File: src/rtl/unidade_controle_multiciclo.sv
// Multicycle RV-style control unit: Moore FSM driving the datapath for lh/sh/beq/R-type/andi.
// Optional macro ILLEGAL_TRAP_EN: unlisted opcodes lock the FSM in TRAP until reset.
module unidade_controle_multiciclo (
  input  logic       clk,
  input  logic       rst_n,
  input  logic [6:0] opcode,
  input  logic       zero,
  input  logic       mem_ready,
  output logic       mem_req,
  output logic       mem_we,
  output logic       i_or_d,
  output logic       pc_write,
  output logic       ir_write,
  output logic       pc_src,
  output logic       reg_write,
  output logic       mem_to_reg,
  output logic       alu_src_a,
  output logic [1:0] alu_src_b,
  output logic [1:0] alu_op,
  output logic [3:0] state,
  output logic       illegal
);

  typedef enum logic [3:0] {
    S_FETCH  = 4'd0,
    S_DECODE = 4'd1,
    S_EXEC_R = 4'd2,
    S_EXEC_I = 4'd3,
    S_ADDR   = 4'd4,
    S_MEM_RD = 4'd5,
    S_MEM_WR = 4'd6,
    S_WB_ALU = 4'd7,
    S_WB_MEM = 4'd8,
    S_BRANCH = 4'd9,
    S_TRAP   = 4'd10
  } state_t;

  localparam logic [6:0] OP_R      = 7'b0110011;
  localparam logic [6:0] OP_I      = 7'b0010011;
  localparam logic [6:0] OP_LOAD   = 7'b0000011;
  localparam logic [6:0] OP_STORE  = 7'b0100011;
  localparam logic [6:0] OP_BRANCH = 7'b1100011;

  state_t cur, nxt;
  logic [10:0] ctrl_q;

  // Packed as {mem_req, mem_we, i_or_d, pc_src, reg_write, mem_to_reg, alu_src_a, alu_src_b, alu_op}
  function automatic logic [10:0] moore_ctrl(input state_t s);
    logic [10:0] c;
    c = '0;
    case (s)
      S_FETCH:  c = {1'b1, 1'b0, 1'b0, 1'b0, 1'b0, 1'b0, 1'b0, 2'b01, 2'b00};
      S_DECODE: c = {1'b0, 1'b0, 1'b0, 1'b0, 1'b0, 1'b0, 1'b0, 2'b10, 2'b00};
      S_EXEC_R: c = {1'b0, 1'b0, 1'b0, 1'b0, 1'b0, 1'b0, 1'b1, 2'b00, 2'b10};
      S_EXEC_I: c = {1'b0, 1'b0, 1'b0, 1'b0, 1'b0, 1'b0, 1'b1, 2'b10, 2'b11};
      S_ADDR:   c = {1'b0, 1'b0, 1'b0, 1'b0, 1'b0, 1'b0, 1'b1, 2'b10, 2'b00};
      S_MEM_RD: c = {1'b1, 1'b0, 1'b1, 1'b0, 1'b0, 1'b0, 1'b0, 2'b00, 2'b00};
      S_MEM_WR: c = {1'b1, 1'b1, 1'b1, 1'b0, 1'b0, 1'b0, 1'b0, 2'b00, 2'b00};
      S_WB_ALU: c = {1'b0, 1'b0, 1'b0, 1'b0, 1'b1, 1'b0, 1'b0, 2'b00, 2'b00};
      S_WB_MEM: c = {1'b0, 1'b0, 1'b0, 1'b0, 1'b1, 1'b1, 1'b0, 2'b00, 2'b00};
      S_BRANCH: c = {1'b0, 1'b0, 1'b0, 1'b1, 1'b0, 1'b0, 1'b1, 2'b00, 2'b01};
      default:  c = '0;
    endcase
    return c;
  endfunction

  always_comb begin
    nxt = cur;
    case (cur)
      S_FETCH:  nxt = mem_ready ? S_DECODE : S_FETCH;
      S_DECODE: begin
        case (opcode)
          OP_R:               nxt = S_EXEC_R;
          OP_I:               nxt = S_EXEC_I;
          OP_LOAD, OP_STORE:  nxt = S_ADDR;
          OP_BRANCH:          nxt = S_BRANCH;
`ifdef ILLEGAL_TRAP_EN
          default:            nxt = S_TRAP;
`else
          default:            nxt = S_FETCH;
`endif
        endcase
      end
      S_EXEC_R: nxt = S_WB_ALU;
      S_EXEC_I: nxt = S_WB_ALU;
      S_ADDR:   nxt = (opcode == OP_LOAD) ? S_MEM_RD : S_MEM_WR;
      S_MEM_RD: nxt = mem_ready ? S_WB_MEM : S_MEM_RD;
      S_MEM_WR: nxt = mem_ready ? S_FETCH : S_MEM_WR;
      S_WB_ALU: nxt = S_FETCH;
      S_WB_MEM: nxt = S_FETCH;
      S_BRANCH: nxt = S_FETCH;
`ifdef ILLEGAL_TRAP_EN
      S_TRAP:   nxt = S_TRAP;
`endif
      default:  nxt = S_FETCH;
    endcase
  end

`ifdef ILLEGAL_TRAP_EN
  logic illegal_q;
`endif

  // Moore outputs are registered from the next state so they change together with the state code
  always_ff @(posedge clk or negedge rst_n) begin
    if (!rst_n) begin
      cur    <= S_FETCH;
      ctrl_q <= moore_ctrl(S_FETCH);
`ifdef ILLEGAL_TRAP_EN
      illegal_q <= 1'b0;
`endif
    end else begin
      cur    <= nxt;
      ctrl_q <= moore_ctrl(nxt);
`ifdef ILLEGAL_TRAP_EN
      illegal_q <= (nxt == S_TRAP);
`endif
    end
  end

  assign {mem_req, mem_we, i_or_d, pc_src, reg_write, mem_to_reg,
          alu_src_a, alu_src_b, alu_op} = ctrl_q;

  // Strobes follow the handshake and the zero flag in the same cycle, suppressed under reset
  assign ir_write = rst_n & (cur == S_FETCH) & mem_ready;
  assign pc_write = rst_n & (((cur == S_FETCH) & mem_ready) | ((cur == S_BRANCH) & zero));
  assign state    = cur;

`ifdef ILLEGAL_TRAP_EN
  assign illegal = illegal_q;
`else
  assign illegal = 1'b0;
`endif

endmodule

File: config.mk
export PLATFORM = sky130hd
export DESIGN_NAME = unidade_controle_multiciclo
export DESIGN_NICKNAME = d
export VERILOG_FILES = /design/src/rtl/unidade_controle_multiciclo.sv
export SDC_FILE = /design/constraint.sdc
export NUM_CORES = 1
export LEC_CHECK = 0
export BUFFER_PORTS_ARGS = -buffer_cell sky130_fd_sc_hd__buf_2
export CAP_MARGIN = 20
export CORE_MARGIN = 2
export CORE_UTILIZATION = 40
export CTS_CLUSTER_DIAMETER = 120
export DETAILED_ROUTE_END_ITERATION = 7
export GPL_TIMING_DRIVEN = 0
export PLACE_DENSITY = 0.68
export SLEW_MARGIN = 30
export SYNTH_ARGS = -nofsm -noshare
export SYNTH_HDL_FRONTEND = slang
export SYNTH_SLANG_ARGS = --single-unit
File: constraint.sdc
create_clock -name clk -period 2.2 [get_ports clk]
set_input_delay 0 -clock clk [delete_from_list [all_inputs] [get_ports clk]]
set_output_delay 0 -clock clk [all_outputs]
set_load 0.1 [all_outputs]
== After elaboration in Yosys (flattened, before gate mapping) ==
Memories as Yosys holds them, arrays and structs flattened. A register that Yosys moved wholly into a read port is not among the register bits.
Index checks and enable logic that the tools add are counted.
Widths: inputs -> output; s select.

* ROM bits: 176
* Latch bits: 0
* Input bits: 11
* Output and inout bits: 18
* Register bits after elaboration: 4
* Memories: 1
* RAM bits: 0

{| class="wikitable"
|+ Memory list
! name !! depth !! width !! read ports !! clocked after memory_dff !! write ports !! line !! text
|-
| (name not given) || 16 || 11 || 1 || 1 || 0 || 51 || <nowiki>case (s)</nowiki>
|}

* Multiplexer cells: 6
* Bitwise gates (word level): 6
* Magnitude comparators: 0
* $add $sub $neg: 0
* Equality and inequality tests: 12
* Reduce and logical (&&, ||, !) cells: 4
* $mul: 0
* Divide/modulo/power cells: 0
* Shift-type cells: 0

{| class="wikitable"
|+ Operator list
! cell !! count
|-
| $pmux 4 s6 || 1
|-
| $pmux 4 s4 || 1
|-
| $eq 7x6->1 const B || 2
|-
| $eq 4x3->1 const B || 3
|-
| $eq 4x2->1 const B || 2
|-
| $eq 7x2->1 const B || 1
|-
| $eq 7x5->1 const B || 1
|-
| $eq 7x7->1 const B || 1
|-
| $and 1x1->1 || 5
|-
| $eq 4x1->1 const B || 1
|-
| $eq 4x4->1 const B || 1
|-
| $logic_not 4->1 || 1
|-
| $mux 4 || 1
|-
| $reduce_or 2->1 || 2
|-
| $mux 3 || 1
|-
| $mux 2 || 1
|-
| $logic_not 1->1 || 1
|-
| $mux 1 || 1
|-
| $or 1x1->1 || 1
|}

== Logic depth before layout (Yosys ltp) ==
* Depth after elaboration: 4
* Mapped depth: 9
* Depth with buffers taken out: 8

== Least setup slack after synthesis ==
No wires, ideal clock.

* Kind: flip-flop to output port
* Start: reg cur[3], in the netlist state[3]
* End: out pc_write
* Data arrival time: 2.830 ns
* Buffers on the path: 1
* Data required time: 2.200 ns
* Path slack: -0.630 ns
* Cell stages (with the launch flop): 4
* Cell sequence: dfrtp_1 > buf_2 > nand3_1 > a21oi_1

* Cells in the longest elaborated chain, start to end: 4

{| class="wikitable"
|+ Ends and longest elaborated chain
! item !! line !! text
|-
| start, declared || 44 || <nowiki>state_t cur, nxt;</nowiki>
|-
| start signal, assigned || 112 || <nowiki>cur <= nxt;</nowiki>
|-
| $eq 4x4->1 / $logic_not 4->1 (equally long branches) || 125 || <nowiki>assign pc_write = rst_n & (((cur == S_FETCH) & mem_ready) | ((cur == S_BRANCH) & zero));</nowiki>
|-
| $and 1x1->1 || 125 ||
|-
| $or 1x1->1 * || 125 ||
|-
| $and 1x1->1 * || 125 ||
|-
| end, declared || 12 || <nowiki>output logic pc_write,</nowiki>
|}

Every way passes the cells marked *; elsewhere a longest branch is shown, timed or not.

== Worst setup path in the final report ==
* Start: reg cur[1], in the netlist state[1]
* End: reg ctrl_q[10]

* Cells in the longest elaborated chain, start to end: 3

{| class="wikitable"
|+ Ends and longest elaborated chain
! item !! line !! text
|-
| $eq 4x2->1 || 69 || <nowiki>case (cur)</nowiki>
|-
| $reduce_or 2->1 (no source line) || - ||
|-
| $pmux 4 s6 * || 69 ||
|-
| end, declared || 45 || <nowiki>logic [10:0] ctrl_q;</nowiki>
|}

Marks and branches as above.

==> reports/metrics.csv <==
stage,metric,value,unit
run_status,status,"complete, but fails checks",
run_status,failing checks,negative setup slack,
routing,via count,736,
global_route,Overflow after GRT,0,
synthesis,Yosys warning count,0,
synthesis,syn nets,103,
setup_path,Critical Path Max Stage Delay,0.56,ns
final_layout,Area Overhead vs Synth,38.6,%
synthesis,Yosys top cell area share,0.376,
routing,via density per instance,5.01,
setup_path,"Data arrival, critical path",2.41,ns
sta,Slew @ Worst Pin,0.561,ns
sta,Post-Route Skew,0.00674,ns
synthesis,Yosys top cell by area,dfrtp_1,
routing,wire length per cell,12.9,microns
setup_path,Critical Path End Type,register,
die,Starting Density,0.432,
synthesis,#FFs+latches synth,15,
clock_network,CTS tree,built,
sta,worst setup margin,-0.0149,ns
final_layout,Finished Core Util,0.599,
clock_network,Root Buffer,clkbuf_4,
routing,Routed WL,1900,microns
synthesis,sequential-to-total area share from yosys stat,0.437,
synthesis,most numerous cell in the Yosys netlist,dfrtp_1,
die,Die W,50.5,microns
synthesis,Synth async-reset ratio,1.00,
placement,hpwl dp,1380,microns
clock_network,Worst-Skew Late Latency,0.27,ns
hold_path,Hold Crit Class,input port to register,
synthesis,Mean Syn Cell Area,9.94,sq um
job,Max Cap Viol,0,
setup_path,startpoint types,register,
synthesis,"Primary FF master, synth",dfrtp_1,
sta,RSZ-0062 raised after global routing,yes,
global_route,All-Layer GR Usage,0.165,
clock_network,H-tree depth,1,
final_layout,Antenna Cells,0,
synthesis,top post-synthesis cells by area,"dfrtp_1 (38%), ha_1 (7.2%), dfstp_2 (6.1%)",
synthesis,post-synthesis instance total,87,
routing,Residual DRC,0,
global_route,initial antenna violation count,0,
synthesis,unique cell type count in the Yosys netlist,42,
setup_path,Setup CP Type,register to register,
setup_path,CP Max Fanout,3,
clock_network,clock sink count,15,
sta,final setup vio count,3,
placement,Routability Congestion,0.810,
synthesis,Mapped Area,865,sq um
final_layout,# fillers,186,
sta,FMAX,0.451,GHz
placement,IO Port Bufs,27,
global_route,global-route wire length before repair,3120,microns
setup_path,critical path cell sequence,or4b_4 > or3_4 > and3_4 > ha_4 > a31o_4 > o31ai_4,
sta,hold_ws,0.110,ns
synthesis,"top cells by count, synth","dfrtp_1 (13), nand2_1 (6), ha_1 (5), inv_1 (5), nor2_1 (5)",
routing,Pre-antenna DRT Iters,4,
die,# rows,16,
die,Ports,29,
sta,Slew Limit Fails,0,
die,core area,2000,sq um
die,die area,2550,sq um
setup_path,critical path required time,2.39,ns
routing,"antenna viol nets, final",0,
clock_network,worst-case clock buffer depth,2,
clock_network,CTS buffer count,3,
global_route,largest net degree at the start of global routing,17,
synthesis,"EDFF count, synth",0,
final_layout,layout cells sized above 1,0.525,
final_layout,final net count,137,
clock_network,Clock Pin Slew Worst Setup and Hold Paths,0.09,ns
die,Die Y,50.5,microns
sta,final worst path period need,2.21,ns
sta,final period utilization,1.01,
global_route,number of global-route vias before repair,672,
routing,1st-iter DRT viols,4,
setup_path,slowest CP cell,or4b_4,
sta,Max-slew headroom,0.622,
sta,"Hold Vio Cnt, Final",0,
## per-layer routing
metal  global-route usage  up-vias  routed length [microns]
met1                0.217      342                      863
met5                    0        -                        0
li1                     -      371                        -
met4               0.0811        0                       22
met2                0.270       21                      928
met3               0.0179        2                       84
## worst paths after layout
check / from / to / slack (ns) / cells after the start
worst min-delay path: opcode[6] / ctrl_q[1] / 0.11 / 3
worst max register to register: state[1] / ctrl_q[10] / -0.01 / 6
worst min register to register: state[2] / ctrl_q[1] / 0.73 / 3
min in group asynchronous: rst_n / ctrl_q[4] / 0.15 / 2
max in group asynchronous: rst_n / ctrl_q[10] / 1.74 / 2
worst max-delay path: state[1] / ctrl_q[10] / -0.01 / 6
## state kept, by name, indices dropped and copies added, names as in the netlist
register  cells
ctrl_q       11
state         4
## through the flow
step	TNS (ns)	area [sq um]	instances	setup WS, ns
global placement	-0.630	1120	141	-0.142
global route	-0.327	1200	147	-0.0700
CTS	-0.0182	1160	146	-0.0150
detailed placement	-0.669	1120	141	-0.144
floorplan	-1.75	951	87	-0.291
finish	-0.0327	1200	147	-0.0149
## logic make-up (layout without fill, tap and decap cells)
logic type	Yosys count	after routing	share of synthesized area
AOI/OAI and AO/OA	16	16	0.137
adders and majority gates	5	5	0.0724
buffers and inverters	11	44	0.0622
DFF	15	15	0.437
other	1	1	0.00434
and+or+nand+nor	39	39	0.287
## critical path: cells and delay by family (launching register included)
kind                     cells  cell delay [ns]
AND/OR/NAND/NOR              3             1.17
adder cells (fa/ha/maj)      1             0.22
flip-flops                   1             0.49
AO/OA/AOI/OAI                2             0.27
## layout make-up
class / count / area (sq um) / share of cell area
plain buffers: 3 / 15.0 / 0.0125
clock buffers: 4 / 26.3 / 0.0219
inverters: 6 / 22.5 / 0.0188
multi-input cells: 61 / 546 / 0.455
flip-flops and latches: 15 / 388 / 0.324
well taps: 27 / 33.8 / 0.0282
repair buffers: 31 / 168 / 0.140
## what timing repair did
action / in CTS / in global routing
resized for setup: 2 / 4
buffers inserted: 2 / 1
cloned: 0 / 0
hold buffers: 1 / 0
pin swaps: 2 / 1
setup endpoints to repair: 7 / 6
endpoints found under the hold margin: 15 / 0
## cell usage in the layout (no fill, tap or decap), types with 2 or more instances in the layout
master,Yosys,final
buf_2,1,27
dfrtp_1,13,9
nand2_1,6,5
nor2_1,5,4
inv_2,1,4
buf_4,1,4
clkbuf_1,2,3
nor2b_1,3,3
and3_4,1,3
ha_1,5,3
clkbuf_4,0,3
nand2b_1,2,2
and2_1,3,2
a21o_1,2,2
nand3b_1,2,2
o21ai_0,2,2
inv_1,5,2
ha_4,0,2
dfstp_2,2,2
dfrtp_2,0,2
dfrtp_4,0,2
Power is not shown: default switching activity piles up to over one toggle a cycle in this logic, so the estimate is an artifact.
